## src/rtl/serv_ram32_arb_pkg.sv

```systemverilog
// Shared types and constants for the RAM32 two-port arbiter.
// The RAM32_ARB_STARVE_GUARD_EN macro enables starvation protection for port B.
package serv_ram32_arb_pkg;

  typedef enum logic [1:0] {
    OWN_NONE = 2'd0,
    OWN_A    = 2'd1,
    OWN_B    = 2'd2
  } owner_e;

  localparam int unsigned RAM_WORDS = 32;
  localparam int unsigned RAM_AW    = 5;
  localparam logic [3:0]  BE_ALL    = 4'hF;

endpackage

```

## src/rtl/serv_ram32_arb_if.sv

```systemverilog
// Bundle of requester A/B buses and RAM32 macro pins.
// The slave modport is the arbiter view; the master modport drives requests and RAM read data.
interface serv_ram32_arb_if
  import serv_ram32_arb_pkg::*;
#(
  parameter int unsigned AW = 5
);

  logic          a_req;
  logic          a_we;
  logic [AW-1:0] a_addr;
  logic [31:0]   a_wdata;
  logic          a_gnt;
  logic          a_rvalid;
  logic [31:0]   a_rdata;

  logic          b_req;
  logic          b_we;
  logic [3:0]    b_be;
  logic [AW-1:0] b_addr;
  logic [31:0]   b_wdata;
  logic          b_gnt;
  logic          b_rvalid;
  logic [31:0]   b_rdata;

  logic [RAM_AW-1:0] ram_addr;
  logic [31:0]       ram_din;
  logic [3:0]        ram_we;
  logic              ram_en;
  logic [31:0]       ram_dout;

  modport slave (
    input  a_req, a_we, a_addr, a_wdata,
    output a_gnt, a_rvalid, a_rdata,
    input  b_req, b_we, b_be, b_addr, b_wdata,
    output b_gnt, b_rvalid, b_rdata,
    output ram_addr, ram_din, ram_we, ram_en,
    input  ram_dout
  );

  modport master (
    output a_req, a_we, a_addr, a_wdata,
    input  a_gnt, a_rvalid, a_rdata,
    output b_req, b_we, b_be, b_addr, b_wdata,
    input  b_gnt, b_rvalid, b_rdata,
    input  ram_addr, ram_din, ram_we, ram_en,
    output ram_dout
  );

endinterface

```

## src/rtl/serv_ram32_arb_starve.sv

```systemverilog
// Counts consecutive A grants while B waits; raises force_b once STARVE_MAX is reached.
// Only instantiated when RAM32_ARB_STARVE_GUARD_EN is defined.
module serv_ram32_arb_starve #(
  parameter int unsigned STARVE_MAX = 4
) (
  input  logic clk,
  input  logic rst_n,
  input  logic a_gnt,
  input  logic b_req,
  input  logic b_gnt,
  output logic force_b
);

  localparam int unsigned CW = $clog2(STARVE_MAX + 1);

  logic [CW-1:0] cnt;

  always_ff @(posedge clk) begin
    if (!rst_n) begin
      cnt <= '0;
    end else if (b_gnt || !b_req) begin
      cnt <= '0;
    end else if (a_gnt) begin
      cnt <= cnt + CW'(1);
    end
  end

  assign force_b = (cnt == CW'(STARVE_MAX));

endmodule

```

## src/rtl/serv_ram32_arb.sv

```systemverilog
// Arbitrates one single-port RAM32 between port A (high priority) and port B, steering
// read data back to the issuing port. Define RAM32_ARB_STARVE_GUARD_EN to bound B starvation.
module serv_ram32_arb
  import serv_ram32_arb_pkg::*;
#(
  parameter int unsigned AW         = 5,
  parameter int unsigned STARVE_MAX = 4
) (
  input logic               i_clk,
  input logic               i_rst_n,
  serv_ram32_arb_if.slave   bus
);

  logic        a_gnt;
  logic        b_gnt;
  logic        force_b;
  owner_e      owner;
  logic        a_rvalid;
  logic        b_rvalid;
  logic [31:0] a_hold;
  logic [31:0] b_hold;

`ifdef RAM32_ARB_STARVE_GUARD_EN
  serv_ram32_arb_starve #(
    .STARVE_MAX (STARVE_MAX)
  ) u_starve (
    .clk     (i_clk),
    .rst_n   (i_rst_n),
    .a_gnt   (a_gnt),
    .b_req   (bus.b_req),
    .b_gnt   (b_gnt),
    .force_b (force_b)
  );
`else
  assign force_b = 1'b0;
`endif

  always_comb begin
    a_gnt = 1'b0;
    b_gnt = 1'b0;
    if (i_rst_n) begin
      if (bus.a_req && !(bus.b_req && force_b)) begin
        a_gnt = 1'b1;
      end else if (bus.b_req) begin
        b_gnt = 1'b1;
      end
    end
  end

  // Upper address bits beyond the RAM depth are dropped.
  always_comb begin
    bus.ram_en   = 1'b0;
    bus.ram_we   = '0;
    bus.ram_addr = '0;
    bus.ram_din  = '0;
    if (a_gnt) begin
      bus.ram_en   = 1'b1;
      bus.ram_we   = bus.a_we ? BE_ALL : '0;
      bus.ram_addr = bus.a_addr[RAM_AW-1:0];
      bus.ram_din  = bus.a_wdata;
    end else if (b_gnt) begin
      bus.ram_en   = 1'b1;
      bus.ram_we   = bus.b_we ? bus.b_be : '0;
      bus.ram_addr = bus.b_addr[RAM_AW-1:0];
      bus.ram_din  = bus.b_wdata;
    end
  end

  always_ff @(posedge i_clk) begin
    if (!i_rst_n) begin
      owner <= OWN_NONE;
    end else if (a_gnt && !bus.a_we) begin
      owner <= OWN_A;
    end else if (b_gnt && !bus.b_we) begin
      owner <= OWN_B;
    end else begin
      owner <= OWN_NONE;
    end
  end

  // Gating with reset drops a read that was in flight when reset asserted.
  assign a_rvalid = i_rst_n && (owner == OWN_A);
  assign b_rvalid = i_rst_n && (owner == OWN_B);

  always_ff @(posedge i_clk) begin
    if (!i_rst_n) begin
      a_hold <= '0;
      b_hold <= '0;
    end else begin
      if (a_rvalid) a_hold <= bus.ram_dout;
      if (b_rvalid) b_hold <= bus.ram_dout;
    end
  end

  assign bus.a_gnt    = a_gnt;
  assign bus.b_gnt    = b_gnt;
  assign bus.a_rvalid = a_rvalid;
  assign bus.b_rvalid = b_rvalid;
  assign bus.a_rdata  = a_rvalid ? bus.ram_dout : a_hold;
  assign bus.b_rdata  = b_rvalid ? bus.ram_dout : b_hold;

endmodule

```

## src/flat_wrapper.sv

```systemverilog
// flat-port wrapper written by rule: the top's interface ports become plain ports
module serv_ram32_arb_flat import serv_ram32_arb_pkg::*;
#(
  parameter int unsigned AW         = 5,
  parameter int unsigned STARVE_MAX = 4
)
  (i_clk, i_rst_n, bus_a_req, bus_a_we, bus_a_addr, bus_a_wdata, bus_a_gnt, bus_a_rvalid, bus_a_rdata, bus_b_req, bus_b_we, bus_b_be, bus_b_addr, bus_b_wdata, bus_b_gnt, bus_b_rvalid, bus_b_rdata, bus_ram_addr, bus_ram_din, bus_ram_we, bus_ram_en, bus_ram_dout);
  serv_ram32_arb_if #(.AW(AW)) bus_i ();
  input logic i_clk;
  input logic i_rst_n;
  input wire logic [$bits(bus_i.a_req)-1:0] bus_a_req;
  input wire logic [$bits(bus_i.a_we)-1:0] bus_a_we;
  input wire logic [$bits(bus_i.a_addr)-1:0] bus_a_addr;
  input wire logic [$bits(bus_i.a_wdata)-1:0] bus_a_wdata;
  output wire logic [$bits(bus_i.a_gnt)-1:0] bus_a_gnt;
  output wire logic [$bits(bus_i.a_rvalid)-1:0] bus_a_rvalid;
  output wire logic [$bits(bus_i.a_rdata)-1:0] bus_a_rdata;
  input wire logic [$bits(bus_i.b_req)-1:0] bus_b_req;
  input wire logic [$bits(bus_i.b_we)-1:0] bus_b_we;
  input wire logic [$bits(bus_i.b_be)-1:0] bus_b_be;
  input wire logic [$bits(bus_i.b_addr)-1:0] bus_b_addr;
  input wire logic [$bits(bus_i.b_wdata)-1:0] bus_b_wdata;
  output wire logic [$bits(bus_i.b_gnt)-1:0] bus_b_gnt;
  output wire logic [$bits(bus_i.b_rvalid)-1:0] bus_b_rvalid;
  output wire logic [$bits(bus_i.b_rdata)-1:0] bus_b_rdata;
  output wire logic [$bits(bus_i.ram_addr)-1:0] bus_ram_addr;
  output wire logic [$bits(bus_i.ram_din)-1:0] bus_ram_din;
  output wire logic [$bits(bus_i.ram_we)-1:0] bus_ram_we;
  output wire logic [$bits(bus_i.ram_en)-1:0] bus_ram_en;
  input wire logic [$bits(bus_i.ram_dout)-1:0] bus_ram_dout;
  assign bus_i.a_req = bus_a_req;
  assign bus_i.a_we = bus_a_we;
  assign bus_i.a_addr = bus_a_addr;
  assign bus_i.a_wdata = bus_a_wdata;
  assign bus_a_gnt = bus_i.a_gnt;
  assign bus_a_rvalid = bus_i.a_rvalid;
  assign bus_a_rdata = bus_i.a_rdata;
  assign bus_i.b_req = bus_b_req;
  assign bus_i.b_we = bus_b_we;
  assign bus_i.b_be = bus_b_be;
  assign bus_i.b_addr = bus_b_addr;
  assign bus_i.b_wdata = bus_b_wdata;
  assign bus_b_gnt = bus_i.b_gnt;
  assign bus_b_rvalid = bus_i.b_rvalid;
  assign bus_b_rdata = bus_i.b_rdata;
  assign bus_ram_addr = bus_i.ram_addr;
  assign bus_ram_din = bus_i.ram_din;
  assign bus_ram_we = bus_i.ram_we;
  assign bus_ram_en = bus_i.ram_en;
  assign bus_i.ram_dout = bus_ram_dout;
  serv_ram32_arb #(.AW(AW), .STARVE_MAX(STARVE_MAX)) u_core (.i_clk(i_clk), .i_rst_n(i_rst_n), .bus(bus_i));
endmodule
```

## config.mk

```make
export PLATFORM = sky130hd
export DESIGN_NAME = serv_ram32_arb_flat
export DESIGN_NICKNAME = d
export VERILOG_FILES = /design/src/rtl/serv_ram32_arb_pkg.sv /design/src/rtl/serv_ram32_arb_if.sv /design/src/rtl/serv_ram32_arb_starve.sv /design/src/rtl/serv_ram32_arb.sv /design/src/flat_wrapper.sv
export SDC_FILE = /design/constraint.sdc
export NUM_CORES = 1
export LEC_CHECK = 0
export ABC_CLOCK_PERIOD_IN_PS = 1500
export BUFFER_PORTS_ARGS = -buffer_cell sky130_fd_sc_hd__buf_2
export CAP_MARGIN = 20
export CORE_ASPECT_RATIO = 1.25
export CORE_UTILIZATION = 35
export DETAILED_ROUTE_END_ITERATION = 10
export PLACE_DENSITY = 0.66
export SLEW_MARGIN = 20
export SYNTH_ARGS = -nofsm -noshare
export SYNTH_HDL_FRONTEND = slang
export SYNTH_SLANG_ARGS = --single-unit
export TNS_END_PERCENT = 5
```

## constraint.sdc

```tcl
create_clock -name i_clk -period 1.5 [get_ports i_clk]
set_input_delay 0.225 -clock i_clk [delete_from_list [all_inputs] [get_ports i_clk]]
set_output_delay 0.225 -clock i_clk [all_outputs]
set_load 0.02 [all_outputs]
```

==> After elaboration in Yosys (flattened, before gate mapping) <==
Index checks and enable logic that the tools add are counted.
{ "totals": {"ramBits": 0, "mem_count": 0, "rom_bits": 0, "input_bits": 116, "latch_bits": 0, "regBits": 66, "out_inout_bits": 110} }
{ "op_classes": {"eq_ne": 2, "n_mul": 0, "muxes": 19, "shift": 0, "bitwise": 1, "order_cmp": 0, "div_mod_pow": 0, "n_addsub": 0, "reduce_logical": 7} }
{ "ops": {"columns": ["op", "n"], "rows": [
  ["two-way mux 32 bit", 4],
  ["two-way mux 4 bit", 4],
  ["two-way mux 5 bit", 2],
  ["two-way mux 1 bit", 8],
  ["logical AND 1 bit", 4],
  ["== test 2 x 1 -> 1 bit, second input constant", 1],
  ["== test 2 bit, second input constant", 1],
  ["logical NOT 1 bit", 2],
  ["two-way mux 2 bit", 1],
  ["OR reduction 2 bit", 1],
  ["inverter 1 bit", 1]
]} }

==> Longest topological paths before layout <==
{ "depth": {"depth_word": 6, "depth_mapped": 5, "mapped_depth_nobuf": 3} }

==> Least setup slack after synthesis <==
Ideal clock, no wire load.
{ "synth_path": {"path_kind": "input to output", "startpoint": "in bus_b_req", "endpoint": "out bus_ram_we[0]", "path_stages": 5, "arrival_time_ps": 1337, "path_slack_ps": -62, "cell_sequence": "nor2b_1 buf_4 buf_2 nand2_1 o21ai_0"} }
{ "synth_between": {"elab_chain_len": 5} }
{ "synth_rtl": {"columns": ["element", "line_no", "text"], "rows": [
  ["start, declared", "flat_wrapper.sv:18", "input wire logic [$bits(bus_i.b_req)-1:0] bus_b_req;"],
  ["two-way mux 1 bit", "serv_ram32_arb.sv:44", "end else if (bus.b_req) begin"],
  ["two-way mux 1 bit", "serv_ram32_arb.sv:42", "if (bus.a_req && !(bus.b_req && force_b)) begin"],
  ["two-way mux 1 bit", "serv_ram32_arb.sv:41", "if (i_rst_n) begin"],
  ["two-way mux 4 bit", "serv_ram32_arb.sv:61", "end else if (b_gnt) begin"],
  ["two-way mux 4 bit", "serv_ram32_arb.sv:56", "if (a_gnt) begin"],
  ["end, declared", "flat_wrapper.sv:28", "output wire logic [$bits(bus_i.ram_we)-1:0] bus_ram_we;"]
]} }
No other way between the ends.

==> Worst setup path after layout <==
{ "layout_path": {"startpoint": "reg u_core.owner[0]", "endpoint": "out bus_a_rdata[1]"} }
{ "layout_between": {"elab_chain_len": 3} }
{ "layout_rtl": {"columns": ["element", "line_no", "text"], "rows": [
  ["start, declared", "serv_ram32_arb.sv:17", "owner_e owner;"],
  ["start signal, assigned", "serv_ram32_arb.sv:71", "owner <= OWN_NONE;"],
  ["start signal, assigned", "serv_ram32_arb.sv:73", "owner <= OWN_A;"],
  ["start signal, assigned", "serv_ram32_arb.sv:75", "owner <= OWN_B;"],
  ["== test 2 x 1 -> 1 bit", "serv_ram32_arb.sv:82", "assign a_rvalid = i_rst_n && (owner == OWN_A);"],
  ["logical AND 1 bit", "serv_ram32_arb.sv:82", null],
  ["two-way mux 32 bit", "serv_ram32_arb.sv:99", "assign bus.a_rdata = a_rvalid ? bus.ram_dout : a_hold;"],
  ["end, declared", "flat_wrapper.sv:17", "output wire logic [$bits(bus_i.a_rdata)-1:0] bus_a_rdata;"]
]} }
No other way between the ends.

==> flow_summary.yaml <==
run_status:
  status: "finished, violations left"
  violations: "negative setup slack"
worst_setup_path:
  crit_buf_inv: 2
  crit_required_ns: 1.27
  reg2reg_slack_ns: 0.13
  slowest_stage: "dfxtp_4"
  crit_chain: "nor2b_4 > nand2_4 > clkbuf_16 > mux2_2 > buf_2"
  crit_family: "flip-flops"
  worst-path-stages: 5
  crit_arrival_ns: 1.63
  r2r_end: "u_core.b_hold[14]$_SDFF_PN0_"
  worstReg2RegStart: "u_core.owner[1]$_SDFF_PP0_"
  crit_type: "register to output pin"
  r2r_cells: 5
  crit_fanout: 8
  slowest_delay_ns: 0.36
  crit_path_end_kind: "output pin"
  cp-start-kind: "register"
clock_network:
  h-tree-depth: 3
  cts_tree: "done"
  clk_path_buf_depth: 2
  clk_latency_ns: 0.33
  cts_made_buffers: 9
  holdBufCountCts: 0
  clk_pin_slew_ns: 0.05
  cts_sinks: 66
  cts_root_buffer: "clkbuf_16"
timing:
  fmax_mhz: 539.8
  hold_viol: 0
  final.setup.worst_slack_ns: -0.3525
  slew_violations: 0
  slew_headroom: 0.7347
  finalCritPeriodShare: 1.235
  fin_hold_ws_ns: 0.09978
  rsz0062_at_grt: "yes"
  skew_ns: 0.004033
  setup_viol: 68
  period_needed_ns: 1.852
  tightest_slew_ns: 0.3980
route:
  drc: 0
  post_drt_wl_per_cell_um: 15.75
  first_iter_violations: 137
  first_pass_iters: 6
  ant_nets: 0
  vias_per_cell: 4.954
  routed_wl_um: 13070
  num_vias: 4112
global_routing:
  grt.overflow.total: 0
  grt_pass1_wl_um: 19020
  grt_use_total: 0.2059
  grt_max_degree: 46
  grt_pass1_vias: 3725
  antenna_found_initial: 0
power:
  p_sw_mw: 1.299
  leakage_nw: 2.994
  ir_drop_mv: 0.4917
  powerDensity_nw_per_um2: 817.1
  power.internal_mw: 3.692
  p_sw_frac: 0.2602
  p_seq_frac: 0.366
  combPwrFrac: 0.216
  pwr-share-clk: 0.418
synth:
  synth_top_area_share: 0.3237
  ys_seq_elements: 66
  syn_inst: 460
  synth_top_area_cell: "dfxtp_1"
  syn-num-nets: 576
  synth.cell_area_um2: 4081
  syn_avg_cell_area_um2: 8.873
  yosysUniqueCellTypes: 19
  yosysWarnings: 0
  netlist_top_cells_area: "dfxtp_1 32%, mux2_4 21%, nand2_1 12%"
  ys_seq_area_frac: 0.3237
layout:
  finalNonFillerCells: 830
  diodes: 0
  fillers: 999
  fin_area_um2: 6107
  drive_gt1_frac: 0.4950
  layout.nets: 806
  syn2layout_area_growth_pct: 49.63
min_path:
  holdPathStages: 2
  holdPathEnd: "u_core.owner[0]$_SDFF_PN0_"
  min_path_type: "primary input to register"
  hp-start: "bus_a_we"
placed_design:
  dpl_cell_area_um2: 5528
  dp.cells: 812
  hpwl_um: 9966
  portBuffers: 225
  gp_congestion: 0.8421
floorplan:
  num_rows: 43
  io_pins: 226
  fp.coreArea_um2: 11240
  die_area_um2: 12100
  die_w_um: 98.59
  floorplan.initialDensity: 0.3630
  fp.dieH_um: 122.7
run:
  cap_violations: 0
-- cells in the final DEF (no fill, tap or decap), types with 3 or more instances in the layout --
master	synthesis	final
buf_2	12	187
nand2_1	133	133
a21boi_0	64	64
dfxtp_1	66	64
mux2_4	58	58
nor2b_1	42	39
a22oi_1	37	37
buf_6	6	36
buf_4	1	26
clkbuf_16	0	10
buf_12	0	9
mux2_2	6	6
nor2b_4	0	3
clkbuf_1	19	3
-- routing by layer --
layer / vias up / GRT usage / wire length (um)
met1: 1894 / 0.2574 / 5790
met3: 17 / 0.04954 / 849
met2: 182 / 0.3420 / 6163
met5: - / 0 / 0
met4: 0 / 0.08116 / 267
li1: 2019 / - / -
-- state kept, by name (all words and copies together), names as in the netlist --
name,flops
u_core.b_hold,32
u_core.owner,2
u_core.a_hold,32
-- worst max-delay path by stage --
| stage | slack [ns] | from | endpoint |
|---|---|---|---|
| floorplan | -0.06 | bus_b_req | bus_ram_we[0] |
| global placement | -0.04 | u_core.owner[1]$_SDFF_PP0_ | bus_b_rdata[8] |
| detailed placement | -0.08 | u_core.owner[1]$_SDFF_PP0_ | bus_b_rdata[9] |
| CTS | -0.37 | u_core.owner[0]$_SDFF_PN0_ | bus_a_rdata[2] |
| global route | -0.41 | u_core.owner[0]$_SDFF_PN0_ | bus_a_rdata[28] |
| finish | -0.35 | u_core.owner[0]$_SDFF_PN0_ | bus_a_rdata[1] |
-- Yosys cell counts (all sizes together) --
master,instances
and2,2
nand2,135
a22oi,37
a21boi,64
nand2b,2
inv,2
dfxtp,66
nor2b,42
o21ai,4
o21a,1
buf,21
nand3,1
clkbuf,19
mux2,64
-- power by group through the flow --
stage | registers (mW) | clock network (mW) | logic [mW]
after floorplan | 1.86 | 0 | 0.558
after global placement | 1.86 | 0 | 1.01
after detailed placement | 1.86 | 0 | 1.02
after CTS | 1.83 | 2.14 | 1.04
after global routing | 1.83 | 2.20 | 1.16
final | 1.83 | 2.08 | 1.08
-- layout make-up --
| cell class | count | area, um2 | area share |
|---|---|---|---|
| Sequential cell | 66 | 1329 | 0.2176 |
| Multi-Input combinational cell | 352 | 2561 | 0.4194 |
| Clock inverter | 2 | 35.03 | 0.005737 |
| Timing Repair Buffer | 259 | 1742 | 0.2852 |
| Tap cell | 135 | 168.9 | 0.02766 |
| Inverter | 2 | 7.507 | 0.001229 |
| Clock buffer | 14 | 264.0 | 0.04323 |
-- per-stage QoR --
step	total power, mW	util	TNS [ns]	worst slack (ns)
2_1_floorplan	2.415	-	-0.2478	-0.06195
3_3_place_gp	2.870	0.4916	-1.132	-0.04228
3_5_place_dp	2.884	0.4916	-2.499	-0.07981
4_1_cts	5.006	0.5275	-21.08	-0.3661
5_1_grt	5.192	0.5431	-24.16	-0.4086
6_report	4.990	0.5431	-20.30	-0.3525
-- logic make-up (layout without fill, tap and decap cells) --
kind of cell	after synthesis	in the layout	share of synthesized area
AOI/OAI and AO/OA	106	106	0.1925
buffers and inverters	42	277	0.05426
DFF	66	66	0.3237
muxes	64	64	0.2299
and+or+nand+nor	182	182	0.1996
-- what timing repair did --
item	CTS	global route
gates resized for setup	35	48
hold endpoints to repair	0	0
pin swaps	0	0
gates cloned	0	1
setup buffers	1	0
endpoints found under the setup margin	70	81
Power figures use the tool's default switching activity.
